`src/rtl/quick_spi_cmd_sequencer.sv`:
```
// Command sequencer in front of the quick_spi master: buffers register read/write
// commands, runs them one at a time and returns read data with a watchdog on each transfer.
module quick_spi_cmd_sequencer #(
  parameter int unsigned CMD_DEPTH      = 4,
  parameter int unsigned TIMEOUT_CYCLES = 1024,
  parameter int unsigned GAP_CYCLES     = 2
) (
  input  logic        clk,
  input  logic        reset,
  input  logic        enable,
  input  logic        cmd_valid,
  output logic        cmd_ready,
  input  logic        cmd_op,
  input  logic [1:0]  cmd_slave,
  input  logic [7:0]  cmd_addr,
  input  logic [7:0]  cmd_wdata,
  output logic        rsp_valid,
  input  logic        rsp_ready,
  output logic [7:0]  rsp_data,
  output logic        rsp_error,
  output logic        busy,
  output logic        timeout,
  output logic        spi_enable,
  output logic        spi_start_transaction,
  output logic        spi_operation,
  output logic [1:0]  spi_slave,
  output logic [15:0] spi_outgoing_data,
  input  logic        spi_end_of_transaction,
  input  logic [7:0]  spi_incoming_data
);

  localparam int unsigned AW   = $clog2(CMD_DEPTH);
  localparam int unsigned CW   = AW + 1;
  localparam int unsigned WdW  = (TIMEOUT_CYCLES > 1) ? $clog2(TIMEOUT_CYCLES) : 1;
  localparam int unsigned GapW = (GAP_CYCLES > 1) ? $clog2(GAP_CYCLES) : 1;

  localparam logic [CW-1:0]   CountFull = CW'(CMD_DEPTH);
  localparam logic [WdW-1:0]  WdLast    = (TIMEOUT_CYCLES > 0) ? WdW'(TIMEOUT_CYCLES - 1) : '0;
  localparam logic [GapW-1:0] GapLast   = GapW'(GAP_CYCLES - 1);

  typedef enum logic [1:0] {StIdle, StBusy, StResp, StGap} state_e;

  typedef struct packed {
    logic       op;
    logic [1:0] slave;
    logic [7:0] addr;
    logic [7:0] wdata;
  } cmd_t;

  // ---------------------------------------------------------------------------
  // Command FIFO
  // ---------------------------------------------------------------------------
  cmd_t          fifo_q [CMD_DEPTH];
  logic [AW-1:0] wr_ptr_q, rd_ptr_q;
  logic [CW-1:0] count_q;
  logic          fifo_full, fifo_empty;
  logic          push, pop;
  cmd_t          head;

  assign fifo_full  = (count_q == CountFull);
  assign fifo_empty = (count_q == '0);
  // Decoded from the registered count only; a same-cycle pop never frees a slot.
  assign cmd_ready  = !fifo_full;
  assign push       = cmd_valid && !fifo_full;
  assign head       = fifo_q[rd_ptr_q];

  always_ff @(posedge clk) begin
    if (push) begin
      fifo_q[wr_ptr_q] <= {cmd_op, cmd_slave, cmd_addr, cmd_wdata};
    end
  end

  always_ff @(posedge clk or posedge reset) begin
    if (reset) begin
      wr_ptr_q <= '0;
      rd_ptr_q <= '0;
      count_q  <= '0;
    end else begin
      if (push) wr_ptr_q <= wr_ptr_q + AW'(1);
      if (pop)  rd_ptr_q <= rd_ptr_q + AW'(1);
      unique case ({push, pop})
        2'b10:   count_q <= count_q + CW'(1);
        2'b01:   count_q <= count_q - CW'(1);
        default: count_q <= count_q;
      endcase
    end
  end

  // ---------------------------------------------------------------------------
  // Transaction FSM
  // ---------------------------------------------------------------------------
  state_e          state_q, state_d;
  logic [WdW-1:0]  wd_q, wd_d;
  logic [GapW-1:0] gap_q, gap_d;
  logic            start_q, start_d;
  logic            op_q, op_d;
  logic [1:0]      slave_q, slave_d;
  logic [15:0]     out_q, out_d;
  logic            rsp_valid_q, rsp_valid_d;
  logic [7:0]      rsp_data_q, rsp_data_d;
  logic            rsp_error_q, rsp_error_d;
  logic            timeout_q, timeout_d;
  logic            busy_q, busy_d;
  logic            spi_enable_q;
  logic            wd_fire;

  assign wd_fire = (TIMEOUT_CYCLES != 0) && (wd_q == WdLast);

  always_comb begin
    state_d     = state_q;
    pop         = 1'b0;
    wd_d        = wd_q;
    gap_d       = '0;
    start_d     = start_q;
    op_d        = op_q;
    slave_d     = slave_q;
    out_d       = out_q;
    rsp_valid_d = rsp_valid_q;
    rsp_data_d  = rsp_data_q;
    rsp_error_d = rsp_error_q;
    timeout_d   = 1'b0;

    unique case (state_q)
      StIdle: begin
        if (enable && !fifo_empty) begin
          pop     = 1'b1;
          op_d    = head.op;
          slave_d = head.slave;
          out_d   = {head.addr, head.op ? 8'h00 : head.wdata};
          start_d = 1'b1;
          wd_d    = '0;
          state_d = StBusy;
        end
      end
      StBusy: begin
        wd_d = wd_q + WdW'(1);
        // Completion takes priority over a watchdog expiring in the same cycle.
        if (spi_end_of_transaction) begin
          start_d = 1'b0;
          if (op_q) begin
            rsp_valid_d = 1'b1;
            rsp_data_d  = spi_incoming_data;
            rsp_error_d = 1'b0;
            state_d     = StResp;
          end else begin
            state_d = StGap;
          end
        end else if (wd_fire) begin
          start_d   = 1'b0;
          timeout_d = 1'b1;
          if (op_q) begin
            rsp_valid_d = 1'b1;
            rsp_data_d  = 8'h00;
            rsp_error_d = 1'b1;
            state_d     = StResp;
          end else begin
            state_d = StGap;
          end
        end
      end
      StResp: begin
        if (rsp_ready) begin
          rsp_valid_d = 1'b0;
          state_d     = StGap;
        end
      end
      StGap: begin
        gap_d = gap_q;
        if (gap_q != GapLast) begin
          gap_d = gap_q + GapW'(1);
        end else if (!spi_end_of_transaction) begin
          state_d = StIdle;
        end
      end
      default: state_d = StIdle;
    endcase

    busy_d = (state_d != StIdle);
  end

  always_ff @(posedge clk or posedge reset) begin
    if (reset) begin
      state_q      <= StIdle;
      wd_q         <= '0;
      gap_q        <= '0;
      start_q      <= 1'b0;
      op_q         <= 1'b0;
      slave_q      <= 2'd0;
      out_q        <= 16'h0000;
      rsp_valid_q  <= 1'b0;
      rsp_data_q   <= 8'h00;
      rsp_error_q  <= 1'b0;
      timeout_q    <= 1'b0;
      busy_q       <= 1'b0;
      spi_enable_q <= 1'b0;
    end else begin
      state_q      <= state_d;
      wd_q         <= wd_d;
      gap_q        <= gap_d;
      start_q      <= start_d;
      op_q         <= op_d;
      slave_q      <= slave_d;
      out_q        <= out_d;
      rsp_valid_q  <= rsp_valid_d;
      rsp_data_q   <= rsp_data_d;
      rsp_error_q  <= rsp_error_d;
      timeout_q    <= timeout_d;
      busy_q       <= busy_d;
      spi_enable_q <= enable;
    end
  end

  assign rsp_valid             = rsp_valid_q;
  assign rsp_data              = rsp_data_q;
  assign rsp_error             = rsp_error_q;
  assign busy                  = busy_q;
  assign timeout               = timeout_q;
  assign spi_enable            = spi_enable_q;
  assign spi_start_transaction = start_q;
  assign spi_operation         = op_q;
  assign spi_slave             = slave_q;
  assign spi_outgoing_data     = out_q;

endmodule

```
`config.mk`:
```
export PLATFORM = sky130hd
export DESIGN_NAME = quick_spi_cmd_sequencer
export DESIGN_NICKNAME = d
export VERILOG_FILES = /design/src/rtl/quick_spi_cmd_sequencer.sv
export SDC_FILE = /design/constraint.sdc
export NUM_CORES = 1
export LEC_CHECK = 0
export CORE_MARGIN = 4
export CORE_UTILIZATION = 54
export CTS_CLUSTER_SIZE = 20
export DETAILED_ROUTE_END_ITERATION = 8
export PLACE_DENSITY_LB_ADDON = 0.12
export REMOVE_ABC_BUFFERS = 1
export SYNTH_ARGS = -nofsm -noshare
export SYNTH_HDL_FRONTEND = slang
export SYNTH_SLANG_ARGS = --single-unit
export TNS_END_PERCENT = 50
```
`constraint.sdc`:
```
create_clock -name clk -period 3.3 [get_ports clk]
set_clock_uncertainty 0.15 [all_clocks]
set_input_delay 0.66 -clock clk [delete_from_list [all_inputs] [get_ports clk]]
set_output_delay 0.66 -clock clk [all_outputs]
set_load 0.005 [all_outputs]
```
==> metrics.csv, run 1 <==
stage;metric;value;unit
run_status;status;finished clean;
grt;grt_pass1_wl;15470;um
worst_setup_path;critPathMaxStageDelay;0.54;ns
route;drt_iter0_drc;82;
timing;min_period_over_period;0.7638;
cells_and_area;multi_input_area;1294;um^2
power_and_ir_drop;power.density;877.7;nW/um^2
power_and_ir_drop;p_switching;0.001598;W
logic_synthesis;syn_area;5077;um^2
route;drc;0;
cts;clk_path_buf_depth;2;
timing;rsz0062_at_grt;no;
timing;worst_slew_pin_slew;0.6815;ns
worst_hold_path;hp-class;reg2reg;
cts;cts_tree;done;
worst_setup_path;worst-path-buf-inv;2;
grt;grt_pass1_vias;3007;
cells_and_area;fin_cells;534;
power_and_ir_drop;seq_power_share;0.434;
power_and_ir_drop;swShare;0.2855;
cts;path_clk_slew;0.06;ns
cts;ctsHoldBuffers;0;
route;avgViaCountPerCell;5.393;
worst_setup_path;worstPathCellList;inv_1 > nand3_1 > clkdlybuf4s50_1;
cts;cts.repair.resized;0;
logic_synthesis;synth-xor-area-share;0.01380;
floorplanning;rows;35;
power_and_ir_drop;ir_drop;0.5113;mV
grt;grt_max_degree;33;
worst_setup_path;critPathTopFamily;buffers and inverters;
placed_design;gp_congestion;0.7645;
power_and_ir_drop;internal-power;0.004000;W
timing;worst_slack;0.7793;ns
timing;max-slew-margin-rel;0.5450;
placed_design;dpl-instance-area;5863;um^2
worst_setup_path;path_class;reg2out;
cells_and_area;seq_area;3608;um^2
logic_synthesis;ys_types;39;
timing;finalSetupTns;0;ns
timing;period_minus_slack;2.521;ns
power_and_ir_drop;power_leakage;2.515;nW
grt;overflow;0;
route;route.vias.total;2880;
logic_synthesis;yosysSeqAreaShare;0.7107;
logic_synthesis;synth_top_family_by_area;multiplexers;
power_and_ir_drop;p_clk_frac;0.284;
logic_synthesis;synth_edf_count;76;
cells_and_area;final_layout_size_suffix_gt1_frac;0.1466;
route;wl_per_cell;17.31;um
cells_and_area;antenna_cells;0;
cts;clock_sinks;129;
floorplanning;dieArea;11020;um^2
route;drtAntennaViolNets;0;
logic_synthesis;synth_compound_area_frac;0.05816;
logic_synthesis;syn_avg_cell_area;15.39;um^2
cts;root_buffer;clkbuf_8;
logic_synthesis;yosysTopAreaCell;edfxtp_1;
floorplanning;initial_core_util;0.5521;
placed_design;dp_slack;0.3622;ns
route;drt_wl_total;9245;um
cts;clk_latency;0.51;ns
cts;numCtsBuffers;17;
logic_synthesis;synth_fa_ha_area_frac;0.01873;
worst_setup_path;cp-start-kind;register;
worst_setup_path;required;2.49;ns
logic_synthesis;synth_top_flop_cell;edfxtp_1;
placed_design;dp_hpwl;5867;um
placed_design;post-place-cells;502;
cells_and_area;final_area;6379;um^2
worst_setup_path;crit_fanout;6;
floorplanning;die_h;105.0;um
cells_and_area;final_util;0.6936;
logic_synthesis;yosysMostFrequentCell;edfxtp_1;
worst_setup_path;crit_arrival;1.71;ns
placed_design;portBuffers;66;
worst_setup_path;cp-end-kind;primary output;
run;max_cap_viol_count;0;
logic_synthesis;synthTopCellsByArea;edfxtp_1 45%, dfrtp_1 26%, mux4_2 8.0%;
cells_and_area;filler_cell_count;633;
floorplanning;core;9196;um^2
grt;antenna_found_initial;0;
timing;slew_viol_final;0;
logic_synthesis;yosysWarningCount;0;
grt;grt_usage;0.1837;
logic_synthesis;muxShareOfSynthArea;0.09241;
logic_synthesis;synth_cells;330;
worst_setup_path;cp_slowest_cell;clkdlybuf4s50_1;
logic_synthesis;ys_top_cells_by_count;76 x edfxtp_1, 53 x dfrtp_1, 52 x nand2_1;
floorplanning;io_pins;67;
logic_synthesis;netlist.area_leader.share;0.4495;
logic_synthesis;async_flop_share;0.4109;
logic_synthesis;synth_seq_cells;129;
floorplanning;die_width;105.0;um
cts;cts_setup_buffers;0;
cts;htreeDepth;4;
logic_synthesis;synth_simple_gate_area_frac;0.07171;
cells_and_area;fin_nets;450;
route;drtPass1Iterations;4;
cells_and_area;synthToLayoutAreaGrowth;25.63;%
power_and_ir_drop;pwr-share-comb;0.281;
timing;fmaxAchievable;0.3967;GHz
timing;hold_viol;0;
timing;setup_violations;0;
cell usage in the layout, fill, tap and decap left out, drive strengths merged:
| master | synthesis | layout |
|---|---|---|
| and3 | 7 | 7 |
| a41oi | 1 | 1 |
| mux2 | 3 | 3 |
| o22ai | 1 | 1 |
| clkinvlp | 0 | 5 |
| a32oi | 1 | 1 |
| clkdlybuf4s50 | 0 | 66 |
| fa | 1 | 1 |
| o41a | 1 | 1 |
| mux2i | 3 | 3 |
| clkinv | 0 | 4 |
| xor2 | 4 | 4 |
| o21ai | 21 | 21 |
| a21oi | 4 | 4 |
| nor2 | 3 | 3 |
| o31ai | 2 | 2 |
| nor2b | 1 | 1 |
| buf | 13 | 10 |
| nand3b | 1 | 1 |
| nand3 | 6 | 6 |
| inv | 23 | 24 |
| a21o | 1 | 1 |
| ha | 6 | 6 |
| xnor2 | 4 | 4 |
| dfrtp | 53 | 53 |
| o211ai | 2 | 2 |
| and2 | 4 | 4 |
| or3 | 3 | 3 |
| mux4 | 18 | 18 |
| clkbuf | 2 | 22 |
| edfxtp | 76 | 76 |
| nand2 | 52 | 52 |
| nor3 | 1 | 1 |
| nand2b | 1 | 1 |
| a22o | 9 | 9 |
| nand4 | 2 | 2 |
state kept, by name, summed over array words and instances (netlist names), 2 cells and up:
signal,flops
spi_slave,2
spi_outgoing_data,16
wd_q,10
state_q,2
count_q,3
rd_ptr_q,2
rsp_data,8
wr_ptr_q,2
fifo_q,76
per-layer routing:
layer / global-route usage / routed length (um) / share of wire / up-vias
met3: 0.04880 / 458 / 0.050 / 14
met4: 0.06935 / 128 / 0.014 / 0
met5: 0 / 0 / 0 / -
li1: - / - / - / 1361
met1: 0.2399 / 4052 / 0.44 / 1433
met2: 0.2974 / 4605 / 0.50 / 72
final timing paths:
path	cells after the start	to	from	slack [ns]
worst max-delay path	3	cmd_ready	count_q[0]	0.78
worst min-delay path	2	spi_slave[1]	spi_slave[1]	0.33
worst max register to register	10	count_q[2]	count_q[0]	1.06
worst min register to register	2	spi_slave[1]	spi_slave[1]	0.33
max in group asynchronous	3	spi_outgoing_data[4]	reset	1.94
min in group asynchronous	2	rsp_data[2]	reset	0.44
cells by family after synthesis:
kind of cell / after synthesis
AND/OR/NAND/NOR: 81
AO/OA/AOI/OAI: 43
adder cells (fa/ha/maj): 7
flip-flops: 129
XOR/XNOR: 8
buffers and inverters: 38
multiplexers: 24
through the flow:
step / total power [W] / hold slack, ns
after CTS: 0.005677 / 0.3322
final: 0.005599 / 0.3257
after global placement: 0.004015 / 0.3097
after floorplan: 0.003317 / 0.2978
after detailed placement: 0.004068 / 0.3189
after global routing: 0.005942 / 0.3481
worst register-to-register path, cell delays in order (launching register included):
cell,delay (ns)
dfrtp_1,0.41
inv_1,0.11
nand3_1,0.18
and2_1,0.25
inv_1,0.07
ha_1,0.17
inv_1,0.06
fa_1,0.37
xor2_1,0.15
nor2_1,0.11
xor2_1,0.14
cell type report:
type | instances | share of cell area
tap | 111 | 0.02177
clock buffer | 22 | 0.07101
inverter | 23 | 0.01353
sequential | 129 | 0.5657
multi-input combinational | 163 | 0.2028
clock inverter | 10 | 0.009808
timing repair buffer | 76 | 0.1153
power by group through the flow:
stage | registers [W] | logic [W] | clock network [W]
finish | 0.00243 | 0.00158 | 0.00159
global route | 0.00249 | 0.00175 | 0.00170
CTS | 0.00244 | 0.00162 | 0.00162
detailed placement | 0.00247 | 0.00160 | 0
global placement | 0.00244 | 0.00157 | 0
floorplan | 0.00249 | 0.000827 | 0
Note: power is estimated with default switching activity, not from simulation.
==> run 2, diff against run 1 <==
--- a/config.mk
+++ b/config.mk
@@ -6,7 +6,7 @@
 export NUM_CORES = 1
 export LEC_CHECK = 0
 export CORE_MARGIN = 4
-export CORE_UTILIZATION = 54
+export CORE_UTILIZATION = 49
 export CTS_CLUSTER_SIZE = 20
 export DETAILED_ROUTE_END_ITERATION = 8
 export PLACE_DENSITY_LB_ADDON = 0.12
==> constraint.sdc (replaced) <==
create_clock -name clk -period 2.18 [get_ports clk]
set_clock_uncertainty 0.15 [all_clocks]
set_input_delay 0.436 -clock clk [delete_from_list [all_inputs] [get_ports clk]]
set_output_delay 0.436 -clock clk [all_outputs]
set_load 0.005 [all_outputs]
==> run 2 against run 1 <==
Setup slack got worse by 0.79 ns. The run now ends with setup timing left. Core utilization shrank 2.2 points. Total power up 61%. Sequential power grew 50%. Largest cell class unchanged. Clock power up 66%. Critical endpoint unchanged. Count of clock-buffer cells in the layout down 4. Die area is 9.4% higher.
==> metrics.csv, run 2 (synthesized netlist as in run 1, its figures left out) <==
stage;metric;value;unit;change
grt;grt_pass1_wl;15700;um;+1.5%
grt;overflow;0;;unchanged
timing;slew_viol_final;0;;unchanged
worst_setup_path;cp-start-kind;register;;
grt;grt_max_degree;39;;+18%
grt;grt_pass1_vias;3090;;+2.8%
placed_design;portBuffers;66;;unchanged
power_and_ir_drop;pwr-share-comb;0.302;;+0.021
cells_and_area;filler_cell_count;719;;+14%
worst_setup_path;reg2regPathDepth;10;;unchanged
floorplanning;die_h;109.8;um;+4.6%
timing;min_period_over_period;1.006;;
floorplanning;core;9910;um^2;+7.8%
route;drtAntennaViolNets;0;;unchanged
worst_setup_path;cp_slowest_cell;dfrtp_1;;
worst_setup_path;crit_fanout;5;;-1
cells_and_area;top_register;fifo_q;;
cts;path_clk_slew;0.07;ns;about the same
power_and_ir_drop;swShare;0.2995;;+0.01398
timing;worst_slew_pin_slew;0.4826;ns;-0.1989 ns
worst_setup_path;cp-end-kind;primary output;;
power_and_ir_drop;internal-power;0.006302;W;+58%
cts;htreeDepth;4;;unchanged
cells_and_area;mostFrequentLayoutCells;76 x edfxtp_1, 65 x clkdlybuf4s50_1, 53 x dfrtp_1, 52 x nand2_1, 22 x buf_4;;
floorplanning;dieArea;12050;um^2;+9.4%
floorplanning;initial_core_util;0.5124;;-0.03974
cts;clk_path_buf_depth;2;;unchanged
worst_setup_path;critPathMaxStageDelay;0.39;ns;-0.15 ns
timing;worst_slack;-0.01405;ns;-0.7934 ns
route;route.vias.total;2969;;+3.1%
cells_and_area;final_layout_size_suffix_gt1_frac;0.2091;;+0.06252
timing;setup_violations;1;;+1
timing;max-slew-margin-rel;0.6783;;+0.1332
power_and_ir_drop;p_clk_frac;0.293;;+0.009
worst_setup_path;critPathMostFrequentCell;buf_4;;
run;max_cap_viol_count;0;;unchanged
floorplanning;die_width;109.8;um;+4.6%
cts;cts_tree;done;;
route;drt_iter0_drc;100;;+22%
worst_setup_path;worstPathCellList;buf_4 > inv_2 > nand3_1 > buf_4 > dlygate4sd2_1;;
route;drt_wl_total;9747;um;+5.4%
grt;use_met1;0.2149;;-0.02502
placed_design;gp_congestion;0.7598;;-0.61%
worst_setup_path;required;1.59;ns;-0.90 ns
cts;clock_sinks;129;;unchanged
cells_and_area;antenna_cells;0;;unchanged
cells_and_area;final_area;6660;um^2;+4.4%
power_and_ir_drop;power.density;1351;nW/um^2;+54%
cells_and_area;final_common_cell;edfxtp_1;;
route;drc;0;;unchanged
worst_setup_path;reg2reg_slack;0.01;ns;-1.05 ns
cts;root_buffer;clkbuf_8;;
worst_setup_path;rr_startpoint;count_q[0];;
power_and_ir_drop;power_leakage;2.648;nW;+5.3%
worst_hold_path;hp-class;in2async;;
cts;clk_latency;0.51;ns;about the same
placed_design;dp_hpwl;6119;um;+4.3%
cells_and_area;synthToLayoutAreaGrowth;31.17;%;
worst_setup_path;reg2reg_to;count_q[2];;
placed_design;dpl-instance-area;6038;um^2;+3.0%
power_and_ir_drop;ir_drop;0.6543;mV;+28%
cells_and_area;largest_reg_flops;76;;unchanged
timing;fmaxAchievable;0.4558;GHz;
route;wl_per_cell;17.01;um;-1.7%
power_and_ir_drop;seq_power_share;0.405;;-0.029
route;avgViaCountPerCell;5.182;;-3.9%
grt;grt_usage;0.1771;;-0.006620
floorplanning;rows;36;;+2.9%
cells_and_area;fin_nets;467;;+3.8%
grt;grtUsageMet2;0.3072;;+0.009759
grt;antenna_found_initial;0;;unchanged
cts;ctsHoldBuffers;0;;unchanged
route;drtPass1Iterations;4;;unchanged
cts;numCtsBuffers;17;;unchanged
cells_and_area;final_util;0.6721;;-0.02151
grt;top_usage_layer;met2;;
worst_setup_path;critPathTopFamily;buffers and inverters;;
timing;period_minus_slack;2.194;ns;
run_status;violations;setup timing;;
worst_setup_path;crit_arrival;1.61;ns;-0.10 ns
timing;hold_viol;0;;unchanged
floorplanning;io_pins;67;;unchanged
worst_setup_path;path_class;reg2out;;
grt;gr-usage-met3;0.05226;;+0.003465
power_and_ir_drop;p_switching;0.002694;W;+69%
run_status;status;finished with violations;;
timing;rsz0062_at_grt;yes;;
worst_setup_path;worst-path-buf-inv;4;;+2
==> run 2: changes by cell type in the layout (fill, tap and decap cells not counted), sizes merged <==
cell / change
clkbuf: -4
buf: +17
clkinvlp: -4
inv: +9
dlygate4sd2: +1
clkinv: -1
clkdlybuf4s50: -1
==> run 2: metrics by stage <==
step,std cells,power (W),setup WS (ns),hold slack (ns),TNS (ns)
floorplan,315,0.005021,-0.3814,0.2978,-0.7004
global placement,537,0.006289,-0.4130,0.3094,-1.601
detailed placement,537,0.006348,-0.4867,0.3126,-2.180
CTS,570,0.009034,-0.05294,0.1021,-0.05294
global route,573,0.009531,-0.1379,0.1259,-0.2385
finish,573,0.008996,-0.01405,0.1142,-0.01405
==> run 2: worst reg2reg max path, stage by stage, from the launching register on <==
cell	delay, ns
dfrtp_1	0.36
buf_6	0.11
o31ai_2	0.06
or3_4	0.42
inv_4	0.07
ha_4	0.13
inv_2	0.04
fa_2	0.32
xor2_1	0.15
nor2_1	0.14
xor2_1	0.15
==> run 2: what timing repair did <==
action	4_1_cts	5_1_grt
buffers inserted	1	3
gates resized for setup	3	8
setup endpoints to repair	1	3
pin swaps	0	3
hold endpoints to repair	0	0
==> run 2: per-layer routing <==
metal | vias to the layer above | part of all wire
li1 | 1397 | -
met1 | 1488 | 0.42
met2 | 77 | 0.52
met3 | 7 | 0.052
met4 | 0 | 0.0096
met5 | - | 0
==> run 2: area by class of cell <==
| class | instances | area (um^2) | area share |
|---|---|---|---|
| Timing Repair Buffer | 93 | 915.9 | 0.1375 |
| Clock buffer | 18 | 427.9 | 0.06425 |
| Multi-Input combinational cell | 163 | 1319 | 0.1980 |
| Tap cell | 133 | 166.4 | 0.02499 |
| Inverter | 23 | 88.84 | 0.01334 |
| Sequential cell | 129 | 3608 | 0.5418 |
| Clock inverter | 14 | 133.9 | 0.02010 |
==> run 2: how the worst max path moves through the flow <==
stage | start | to | slack (ns) | cells past startpoint
3_5_place_dp | enable | count_q[2] | -0.49 | 10
2_1_floorplan | enable | count_q[2] | -0.38 | 9
3_3_place_gp | enable | count_q[2] | -0.41 | 10
5_1_grt | count_q[0] | count_q[2] | -0.14 | 10
6_report | count_q[0] | cmd_ready | -0.01 | 5
4_1_cts | count_q[0] | count_q[2] | -0.05 | 10
==> run 2: power groups by stage <==
stage | sequential [W] | clock, W | combinational [W]
2_1_floorplan | 0.00377 | 0 | 0.00125
3_3_place_gp | 0.00366 | 0 | 0.00263
3_5_place_dp | 0.00367 | 0 | 0.00267
4_1_cts | 0.00364 | 0.00269 | 0.00270
5_1_grt | 0.00372 | 0.00281 | 0.00300
6_report | 0.00364 | 0.00264 | 0.00272
